[config.mk]
export PLATFORM = sky130hd
export DESIGN_NAME = serial_comparator
export DESIGN_NICKNAME = d
export VERILOG_FILES = /design/src/rtl/serial_comparator.sv
export SDC_FILE = /design/constraint.sdc
export NUM_CORES = 1
export LEC_CHECK = 0
export ABC_AREA = 1
export BUFFER_PORTS_ARGS = -buffer_cell sky130_fd_sc_hd__clkbuf_2
export CORE_MARGIN = 2
export CORE_UTILIZATION = 48
export CTS_CLUSTER_SIZE = 30
export DETAILED_ROUTE_END_ITERATION = 10
export HOLD_SLACK_MARGIN = 0.05
export PLACE_DENSITY_LB_ADDON = 0.3
export SLEW_MARGIN = 20
export SYNTH_ARGS = -nofsm -noshare
export SYNTH_HDL_FRONTEND = slang
export SYNTH_SLANG_ARGS = --single-unit
[constraint.sdc]
create_clock -name clock -period 1.7 [get_ports clock]
set_clock_uncertainty 0.05 [all_clocks]
set_input_delay 0 -clock clock [delete_from_list [all_inputs] [get_ports clock]]
set_output_delay 0 -clock clock [all_outputs]
set_load 0.05 [all_outputs]
[src/rtl/serial_comparator.sv]
// Digit-serial magnitude comparator: walks the operands MSB-first, DIGIT bits per cycle, stopping at the first differing digit.
// Optional feature macro CMP_SIGNED_EN: when defined, signed_mode selects a two's-complement compare.
module serial_comparator #(
  parameter int WIDTH = 32,
  parameter int DIGIT = 2
) (
  input  logic             clock,
  input  logic             reset,
  input  logic             start,
  input  logic [WIDTH-1:0] A,
  input  logic [WIDTH-1:0] B,
  input  logic             signed_mode,
  output logic             busy,
  output logic             done,
  output logic             EQ,
  output logic             GT,
  output logic             LT,
  output logic [1:0]       dbg_state
);

  localparam int N    = WIDTH / DIGIT;
  localparam int IW   = (N > 1) ? $clog2(N) : 1;
  localparam logic [IW-1:0]    LAST_IDX = IW'(N - 1);
  localparam logic [WIDTH-1:0] MSB_MASK = {1'b1, {(WIDTH-1){1'b0}}};

  typedef enum logic [1:0] {
    S_IDLE = 2'd0,
    S_RUN  = 2'd1,
    S_DONE = 2'd2
  } state_t;

  state_t           state_q, state_d;
  logic [WIDTH-1:0] a_q, a_d;
  logic [WIDTH-1:0] b_q, b_d;
  logic [IW-1:0]    idx_q, idx_d;
  logic             eq_q, eq_d;
  logic             gt_q, gt_d;
  logic             lt_q, lt_d;
  logic [WIDTH-1:0] flip_mask;
  logic [DIGIT-1:0] a_dig, b_dig;

  // Flipping both MSBs maps two's-complement order onto unsigned order.
`ifdef CMP_SIGNED_EN
  assign flip_mask = signed_mode ? MSB_MASK : '0;
`else
  logic unused_signed_mode;
  assign unused_signed_mode = signed_mode;
  assign flip_mask = '0;
`endif

  // Operands shift left each RUN cycle, so the current digit is always on top.
  assign a_dig = a_q[WIDTH-1 -: DIGIT];
  assign b_dig = b_q[WIDTH-1 -: DIGIT];

  always_comb begin
    state_d = state_q;
    a_d     = a_q;
    b_d     = b_q;
    idx_d   = idx_q;
    eq_d    = eq_q;
    gt_d    = gt_q;
    lt_d    = lt_q;
    case (state_q)
      S_IDLE: begin
        if (start) begin
          a_d     = A ^ flip_mask;
          b_d     = B ^ flip_mask;
          idx_d   = '0;
          eq_d    = 1'b0;
          gt_d    = 1'b0;
          lt_d    = 1'b0;
          state_d = S_RUN;
        end
      end
      S_RUN: begin
        idx_d = idx_q + 1'b1;
        a_d   = a_q << DIGIT;
        b_d   = b_q << DIGIT;
        if (a_dig > b_dig) begin
          gt_d    = 1'b1;
          state_d = S_DONE;
        end else if (a_dig < b_dig) begin
          lt_d    = 1'b1;
          state_d = S_DONE;
        end else if (idx_q == LAST_IDX) begin
          eq_d    = 1'b1;
          state_d = S_DONE;
        end
      end
      S_DONE: state_d = S_IDLE;
      default: state_d = S_IDLE;
    endcase
  end

  always_ff @(posedge clock or posedge reset) begin
    if (reset) begin
      state_q <= S_IDLE;
      a_q     <= '0;
      b_q     <= '0;
      idx_q   <= '0;
      eq_q    <= 1'b0;
      gt_q    <= 1'b0;
      lt_q    <= 1'b0;
    end else begin
      state_q <= state_d;
      a_q     <= a_d;
      b_q     <= b_d;
      idx_q   <= idx_d;
      eq_q    <= eq_d;
      gt_q    <= gt_d;
      lt_q    <= lt_d;
    end
  end

  assign busy      = (state_q == S_RUN);
  assign done      = (state_q == S_DONE);
  assign EQ        = eq_q;
  assign GT        = gt_q;
  assign LT        = lt_q;
  assign dbg_state = state_q;

endmodule

==> results by group <==
Outcome
  • Status: finished with violations
  • Failing checks: DRC

Drt
  • DR iter-0 viols: 171
  • DRT Pass-1 Iters: 8
  • Post-DR wirelength/cell: 13.1 um
  • Vias post-DR: 3027
  • Antenna-violating nets left: 0
  • Drt via density: 5.13
  • Drt drc: 3
  • DRT Wirelength: 7750 um

Cells and area
  • Area Overhead vs Synth: 40.5%
  • Commonest non-fill, non-tap cell in the layout: nor2_1
  • Fin nets: 579
  • Layout cells sized above 1: 0.211
  • # diodes: 0
  • Fillers: 498
  • Most frequent cells in the layout: nor2_1 (86), clkbuf_2 (73), dfrtp_1 (72), dlygate4sd3_1 (65), nand2_1 (61)

Yosys
  • Seq cells post-synth: 73
  • Post-synthesis cell count: 372
  • Post-synth net total: 443
  • Seq/Total Area, Yosys: 0.568
  • Yosys warns: 0
  • Synthesized cell area: 3220 um^2
  • Syn avg cell area: 8.65 um^2
  • Yosys cell types: 22

Timing
  • Worst-margin pin slew: 376 ps
  • Final setup fails: 0
  • Endpoints failing hold: 0
  • Max-slew headroom: 0.749
  • Setup_tns: 0 ps
  • Slew Limit Fails: 0
  • Max frequency: 0.629 GHz
  • RSZ-0062 raised after global routing: false
  • Final period demand of the worst path: 1590 ps
  • Post-route clock period utilization: 0.935

Clock network
  • Clock latency on the worst-skew pair: 340 ps
  • H-tree depth: 3
  • CTS Sinks: 73
  • Inserted Clock Buffers: 9
  • Clock buffer depth: 2
  • CTS tree: built
  • Worst-path clk slew: 70 ps
  • CTS root buffer: clkbuf_8

Global routing
  • Total GRT Usage: 0.223
  • Initial antenna violation count: 0
  • Vias in the first global route: 2926
  • Largest net degree at the start of global routing: 74
  • First-pass GRT wire length: 12900 um
  • GRT Residual Overflow: 0

Setup path
  • Reg2Reg Launch Point: dbg_state[1]$_DFFE_PP0P_
  • Critical Path RT: 1650 ps
  • Cell chain of the critical path: inv_2 -> nor2_4 -> buf_12 -> clkbuf_2
  • Crit Path Category: flop to output port
  • Cell family with most CP delay: buffers and inverters
  • WP data arrival: 1540 ps
  • Worst Path Max Fanout: 24
  • Slowest CP cell: dfrtp_2
  • Max incr delay on CP: 450 ps
  • CP bufs+invs: 3
  • Setup crit start: dbg_state[0]$_DFFE_PP0P_
  • Critical path capture point type: output port
  • CP startpoint kind: flop

Floorplanning
  • Die area: 7370 um^2
  • # IOs: 75
  • Row cnt: 29
  • Core area: 6420 um^2
  • Initial Util: 0.501
  • Die width: 85.9 um
  • Chip Height: 85.9 um

Pwr
  • Seq pwr share: 0.419
  • Switch share: 0.410
  • Max VDD drop: 0.000905 V
  • Combinational share of power: 0.416
  • Power Density: 1630 nW/um^2
  • Leakage dissipation: 2.09 nW
  • Internal power: 4.36 mW
  • Switching pwr: 3.02 mW
  • Tot Pwr: 7.38 mW
  • Clock power frac: 0.165

Place
  • Number of port buffers: 73
  • Final Wtd Congestion: 0.775
  • Dpl hpwl: 4670 um

Hold path
  • Hold Path Class: input pin to flop
  • Worst Hold Launch: start

Run
  • Max cap viols: 0
==> worst paths after layout <==
check	endpoint	slack, ps	depth (start not counted)
max in group asynchronous	dbg_state[0]$_DFFE_PP0P_	1040	4
min in group asynchronous	b_q[11]$_DFFE_PP0P_	240	4
worst min register to register	a_q[0]$_DFFE_PP0P_	420	2
worst max-delay path	busy	110	4
worst max register to register	a_q[26]$_DFFE_PP0P_	180	6
worst min-delay path	dbg_state[0]$_DFFE_PP0P_	180	4
==> logic make-up after synthesis <==
kind of cell	count (synthesis)	synth area share
flops	73	0.568
compound gates	107	0.177
simple gates	156	0.194
xor+xnor	1	0.00272
buf+inv	32	0.0475
fa+ha+maj	3	0.0117
==> power by group through the flow <==
stage	sequential (mW)	combinational [mW]	clock, mW
2_1_floorplan	3.17	2.08	0
3_3_place_gp	3.07	2.87	0
3_5_place_dp	3.10	2.95	0
4_1_cts	3.08	3.09	1.26
5_1_grt	3.19	3.48	1.33
6_report	3.09	3.07	1.22
==> flip-flops by register name, summed over array words and instances (netlist names) <==
signal / count
EQ: 1
GT: 1
LT: 1
a_q: 32
b_q: 32
dbg_state: 2
idx_q: 4
==> timing repair <==
action	in CTS	in global routing
endpoints found under the hold margin	137	0
resized for setup	0	1
endpoints found under the setup margin	0	1
hold buffers	65	0
buffers inserted	0	0
==> synth_stat cells <==
cell type	n	area share
o21ai_0	34	0.053
a22oi_1	1	0.0023
xor2_1	1	0.0027
buf_4	2	0.0047
inv_1	7	0.0082
inv_2	3	0.0035
ha_1	3	0.012
a21oi_1	42	0.065
nand2_1	61	0.071
nor2_1	86	0.10
a31oi_1	2	0.0039
nor2_2	1	0.0019
nor2_4	1	0.0035
dfrtp_1	73	0.57
clkbuf_2	1	0.0016
buf_6	1	0.0035
buf_2	13	0.020
nand2_4	3	0.011
o21ai_1	6	0.0093
o22ai_1	22	0.043
nand3_1	4	0.0062
clkbuf_1	5	0.0058
==> tightest hold or removal path, delay by kind of cell <==
kind | cells | cell delay (ps)
AND/OR/NAND/NOR | 1 | 90
AO/OA/AOI/OAI | 1 | 90
buffers and inverters | 2 | 340
==> cell type report <==
class	instances	area [um^2]	area share
Clock buffer	11	151	0.0335
Clock inverter	5	30.0	0.00665
Inverter	10	41.3	0.00914
Multi-Input combinational cell	267	1240	0.274
Sequential cell	73	1830	0.405
Tap cell	77	96.3	0.0213
Timing Repair Buffer	147	1130	0.251
==> routing by layer <==
layer,track usage,up-vias,part of all wire
li1,-,1512,-
met1,0.290,1411,0.45
met2,0.360,85,0.49
met3,0.0385,19,0.039
met4,0.117,0,0.026
met5,0,-,0
==> metrics by stage <==
| stage | instances | util | cell area (um^2) | hold WS [ps] | setup WS [ps] |
|---|---|---|---|---|---|
| 2_1_floorplan | 372 | - | 3220 | 66.6 | 140 |
| 3_3_place_gp | 509 | 0.574 | 3680 | 74.7 | 212 |
| 3_5_place_dp | 509 | 0.574 | 3680 | 78.3 | 169 |
| 4_1_cts | 590 | 0.703 | 4520 | 167 | 15.1 |
| 5_1_grt | 590 | 0.703 | 4520 | 213 | 3.39 |
| 6_report | 590 | 0.703 | 4520 | 180 | 111 |
No activity file was read; power rests on OpenSTA's default activity.
